[src/rtl/sparse_stream_compactor.sv]
// Buffers one sparse block with its bitmask and drains the dense elements over
// successive beats, up to MAX_NUM_OUTPUT per beat, in LSB-first mask order.
module sparse_stream_compactor #(
    parameter int unsigned BITMASK_LENGTH = 16,
    parameter int unsigned ELEMENT_WIDTH  = 16,
    parameter int unsigned MAX_NUM_OUTPUT = 2,
    parameter int unsigned INDEX_BITWIDTH = 5,
    parameter int unsigned COUNT_BITWIDTH = 2
) (
    input  logic                                     clock,
    input  logic                                     reset,
    input  logic                                     ivalid,
    output logic                                     oready,
    input  logic [ELEMENT_WIDTH*BITMASK_LENGTH-1:0]  sparseInput,
    input  logic [BITMASK_LENGTH-1:0]                bitmask,
    input  logic                                     iready,
    output logic                                     ovalid,
    output logic [ELEMENT_WIDTH*MAX_NUM_OUTPUT-1:0]  denseOutput,
    output logic [COUNT_BITWIDTH-1:0]                numDenseOutput,
    output logic                                     olast
);

    localparam int unsigned EW = ELEMENT_WIDTH;
    localparam int unsigned BL = BITMASK_LENGTH;
    localparam int unsigned MO = MAX_NUM_OUTPUT;
    localparam int unsigned IW = INDEX_BITWIDTH;
    localparam int unsigned CW = COUNT_BITWIDTH;

    typedef enum logic {
        S_IDLE  = 1'b0,
        S_DRAIN = 1'b1
    } state_e;

    state_e              state_q;
    logic [EW*BL-1:0]    block_q;
    logic [BL-1:0]       mask_q;
    logic [IW-1:0]       start_idx_q;
    logic [IW-1:0]       start_idx_d;

    logic [EW*MO-1:0]    lanes_c;
    logic [CW-1:0]       cnt_c;
    logic [IW-1:0]       last_pos_c;
    logic                last_beat_c;
    logic                drain_c;

    // Pick the first MO set mask bits at or above the running start index.
    always_comb begin
        lanes_c    = '0;
        cnt_c      = '0;
        last_pos_c = '0;
        for (int i = 0; i < int'(BL); i++) begin
            if (mask_q[i] && (IW'(i) >= start_idx_q) && (cnt_c < CW'(MO))) begin
                for (int k = 0; k < int'(MO); k++) begin
                    if (cnt_c == CW'(k)) begin
                        lanes_c[k*EW +: EW] = block_q[i*EW +: EW];
                    end
                end
                cnt_c      = cnt_c + CW'(1);
                last_pos_c = IW'(i);
            end
        end
        start_idx_d = (cnt_c == '0) ? IW'(BL) : last_pos_c + IW'(1);
        last_beat_c = 1'b1;
        for (int i = 0; i < int'(BL); i++) begin
            if (mask_q[i] && (IW'(i) >= start_idx_d)) begin
                last_beat_c = 1'b0;
            end
        end
    end

    assign drain_c        = !reset && (state_q == S_DRAIN);
    assign ovalid         = drain_c;
    assign olast          = drain_c && last_beat_c;
    assign numDenseOutput = drain_c ? cnt_c : '0;
    assign denseOutput    = drain_c ? lanes_c : '0;
    // In DRAIN a new block is only taken as the final beat leaves.
    assign oready         = !reset && ((state_q == S_IDLE) || (last_beat_c && iready));

    always_ff @(posedge clock) begin
        if (reset) begin
            state_q     <= S_IDLE;
            start_idx_q <= '0;
            block_q     <= '0;
            mask_q      <= '0;
        end else if (ivalid && oready) begin
            block_q     <= sparseInput;
            mask_q      <= bitmask;
            start_idx_q <= '0;
            state_q     <= S_DRAIN;
        end else if ((state_q == S_DRAIN) && iready) begin
            if (last_beat_c) begin
                start_idx_q <= '0;
                state_q     <= S_IDLE;
            end else begin
                start_idx_q <= start_idx_d;
            end
        end
    end

endmodule

[config.mk]
export PLATFORM = sky130hd
export DESIGN_NAME = sparse_stream_compactor
export DESIGN_NICKNAME = d
export VERILOG_FILES = /design/src/rtl/sparse_stream_compactor.sv
export SDC_FILE = /design/constraint.sdc
export NUM_CORES = 1
export LEC_CHECK = 0
export ABC_AREA = 1
export BUFFER_PORTS_ARGS = -buffer_cell sky130_fd_sc_hd__buf_2
export CAP_MARGIN = 25
export CORE_MARGIN = 2
export CORE_UTILIZATION = 60
export CTS_CLUSTER_DIAMETER = 40
export CTS_CLUSTER_SIZE = 10
export DETAILED_ROUTE_END_ITERATION = 10
export GPL_TIMING_DRIVEN = 0
export PLACE_DENSITY = 0.95
export SYNTH_ARGS = -nofsm -noshare
export SYNTH_HDL_FRONTEND = slang
export SYNTH_SLANG_ARGS = --single-unit
[constraint.sdc]
create_clock -name clock -period 24.7 [get_ports clock]
set_input_delay 4.94 -clock clock [delete_from_list [all_inputs] [get_ports clock]]
set_output_delay 4.94 -clock clock [all_outputs]
set_load 0.01 [all_outputs]
==> impl_metrics.json <==
{
  "critical-path-top-cell-by-count": "sky130_fd_sc_hd__nand2_1",
  "grt.total_usage_pct": 43.3,
  "wl_per_cell_um": 20.6,
  "fin_ws_ps": 7130,
  "setup.reg_to_reg.worst_slack_ps": 12330,
  "worst_hold_path.endpoint": "block_q[36]",
  "synth.net_count": 2758,
  "reported_net_switching_power_mw": 1.17,
  "slew_viol_final": 0,
  "total_congestion_overflow": 0,
  "start_kind": "register",
  "detailroute.via_count": 20400,
  "cts.clk_slew.worst_paths_ps": 50,
  "initial_core_util_pct": 60.7,
  "p_sw_share_pct": 47.4,
  "coreArea_um2": 27600,
  "ioPinCount": 313,
  "drv.max_cap_violation_count": 0,
  "antenna_found_initial": 1,
  "crit_type": "register to output pin",
  "cell_depth_of_the_worst_min_delay_path": 2,
  "finalCriticalPeriod_ps": 17570,
  "ant_nets": 0,
  "drt_drc_violations_left": 0,
  "post-layout-total-power_mw": 2.47,
  "critical-path-max-stage-delay_ps": 550,
  "totalNegativeSetupSlack_ps": 0,
  "cp_slowest_cell": "sky130_fd_sc_hd__dfxtp_1",
  "worst_r2r_path_depth": 79,
  "routed_via_density": 6.35,
  "cts_resized": 0,
  "worstPathArrival_ps": 12630,
  "pwr-share-clk_pct": 23.2,
  "dp.cells": 3142,
  "run_status": "completed",
  "power_frac_seq_pct": 23.9,
  "rows": 61,
  "power.static_leakage_nw": 9.65,
  "tightestPinTransition_ps": 832,
  "clock-root-buffer": "sky130_fd_sc_hd__clkbuf_16",
  "critical_path_maximum_fanout": 11,
  "hold_path.startpoint": "block_q[36]",
  "post_cts.repair.setup_buffers": 0,
  "endpoint_kind": "output pin",
  "timing.hold.ws_ps": 467,
  "synth_top_cells_by_area": "sky130_fd_sc_hd__dfxtp_1 (33%), sky130_fd_sc_hd__nand3_1 (21%), sky130_fd_sc_hd__nand2_1 (11%), sky130_fd_sc_hd__o211ai_1 (5.1%), sky130_fd_sc_hd__o21ai_0 (4.7%)",
  "hold_crit_class": "register to register",
  "grt_setup_unrepaired": "false",
  "setup-violations-final": 0,
  "synth_commonest_cells": "sky130_fd_sc_hd__nand3_1 (699), sky130_fd_sc_hd__nand2_1 (473), sky130_fd_sc_hd__dfxtp_1 (278), sky130_fd_sc_hd__o21ai_0 (159), sky130_fd_sc_hd__clkbuf_1 (117)",
  "cts_num_sinks": 278,
  "antenna_cells_inserted": 0,
  "yosys_warnings": 0,
  "final-instance-count-excl-fill": 3206,
  "floorplan.die_area_um2": 29300,
  "critical_path.top_delay_family": "simple AND/OR/NAND/NOR gates",
  "port_buffers": 312,
  "combPwrFrac_pct": 52.9,
  "dr.pass1.iters": 7,
  "cp_data_required_time_ps": 19760,
  "rr_startpoint": "start_idx_q[2]",
  "cts_hold_repair.buffers": 0,
  "cts_tree": "done",
  "numCtsBuffers": 41,
  "clk_path_buf_depth": 3,
  "synth_enable_flop_cells": 0,
  "layout_worst_path_cycle_share_pct": 71.1,
  "mappedNetlistArea_um2": 16800,
  "synthDistinctLibCells": 44,
  "asyncSetResetFlopFracSynth_pct": 0,
  "area.growth.synth_to_final_pct": 20.0,
  "power_per_cell_area_nw_per_um2": 123,
  "yosys_register_bits": 278,
  "max_slew_margin_pct": 44.5,
  "die_width_um": 171,
  "ys.flop_type": "sky130_fd_sc_hd__dfxtp_1",
  "synth_sequential_area_ratio_pct": 33.2,
  "clkLatencyLatePin_ps": 540,
  "drt_wl_total_mm": 65.9,
  "drtIter0Drc": 2537,
  "timing_hold_violations_final": 0,
  "netlist.top_cell.by_area": "sky130_fd_sc_hd__dfxtp_1",
  "hpwl_mm": 50.6,
  "place_congestion": 1.05,
  "nets": 3113,
  "grt_start_max_net_pins": 12,
  "power_report.internal_total_mw": 1.30,
  "average_cell_area_after_synthesis_um2": 6.84,
  "endpoint_of_the_lowest_slack_register_to_register_path": "block_q[28]",
  "cp_num_buf_inv": 22,
  "number_of_global_route_vias_before_repair": 18600,
  "grt_first_pass_wirelength_mm": 99.1,
  "ir_worst_vdd_v": 0.0000791,
  "synthMostInstantiatedCell": "sky130_fd_sc_hd__nand3_1",
  "post_route_cells_drive_above_1_share_pct": 19.6,
  "maxClockFrequency_mhz": 56.9,
  "cts_max_level": 2,
  "synthCells": 2452,
  "die_y_um": 171,
  "preCtsSetupSlack_ps": 7810,
  "synthDominantCellAreaShare_pct": 33.2,
  "finClkSkew_ps": 23.8
}
[worst register-to-register path, delay by kind of cell, from the launching register on]
family,cells,cell delay (ps)
compound gates,6,910
fa+ha+maj,12,3520
buf+inv,21,2740
flops,1,550
simple gates,40,4620
[area by class of cell]
type / count / area [µm²]
Fill cell: 2272 / 7510
Multi-Input combinational cell: 1833 / 9580
Sequential cell: 278 / 5570
Tap cell: 378 / 473
Clock inverter: 15 / 183
Clock buffer: 49 / 1130
Buffer: 214 / 1150
Timing Repair Buffer: 312 / 1560
Inverter: 127 / 477
[cells by family after synthesis]
group	count (synthesis)	share of synthesized area [%]
and+or+nand+nor	1342	37.6
AOI/OAI and AO/OA	461	17.3
buffers and inverters	341	9.68
DFF	278	33.2
adders and majority gates	30	2.24
[power groups by stage]
stage	combinational [mW]	sequential (mW)	clock (mW)
after detailed placement	1.25	0.592	0
after CTS	1.26	0.584	0.568
after global routing	1.42	0.592	0.586
after global placement	1.22	0.590	0
after floorplan	0.901	0.562	0
final	1.31	0.590	0.571
[routing by layer]
layer  global-route usage, %  vias up  part of all wire [%]
met5                    1.39        -                 0.090
met4                    23.2        4                   6.2
met3                    10.5      299                    12
met2                    66.2     1385                    43
met1                    56.3     9367                    39
li1                        -     9306                     -
[worst max-delay path by stage]
stage,cells past startpoint,startpoint,end,slack (ps)
6_report,77,start_idx_q[2],oready,7130
4_1_cts,77,start_idx_q[2],oready,7220
3_3_place_gp,77,start_idx_q[2],oready,8210
5_1_grt,77,start_idx_q[2],oready,6240
3_5_place_dp,77,start_idx_q[2],oready,7810
2_1_floorplan,74,start_idx_q[2],oready,9330
[cell usage in the layout, fill, tap and decap left out, types with 14 or more instances in the layout]
cell,n
sky130_fd_sc_hd__o21ai_0,159
sky130_fd_sc_hd__a21oi_1,88
sky130_fd_sc_hd__inv_2,19
sky130_fd_sc_hd__nand2_2,15
sky130_fd_sc_hd__buf_2,361
sky130_fd_sc_hd__buf_6,16
sky130_fd_sc_hd__nor2_1,79
sky130_fd_sc_hd__nand2_1,473
sky130_fd_sc_hd__a31oi_1,37
sky130_fd_sc_hd__inv_1,101
sky130_fd_sc_hd__buf_8,14
sky130_fd_sc_hd__buf_1,17
sky130_fd_sc_hd__nand3_1,699
sky130_fd_sc_hd__o221ai_1,28
sky130_fd_sc_hd__o211ai_1,114
sky130_fd_sc_hd__clkbuf_16,43
sky130_fd_sc_hd__nor3_1,19
sky130_fd_sc_hd__nand3_2,21
sky130_fd_sc_hd__dfxtp_1,278
sky130_fd_sc_hd__ha_1,30
sky130_fd_sc_hd__clkbuf_1,120
[state kept, by name, summed over array words and instances (netlist names)]
name	count
start_idx_q	5
block_q	256
mask_q	16
state_q	1
[stage by stage]
stage / util (%) / cell area (µm²)
final: 72.8 / 20100
after global routing: 72.8 / 20100
after CTS: 72.8 / 20100
after detailed placement: 68.1 / 18800
after global placement: 68.1 / 18800
after floorplan: - / 16800
Power figures use the tool's default switching activity.
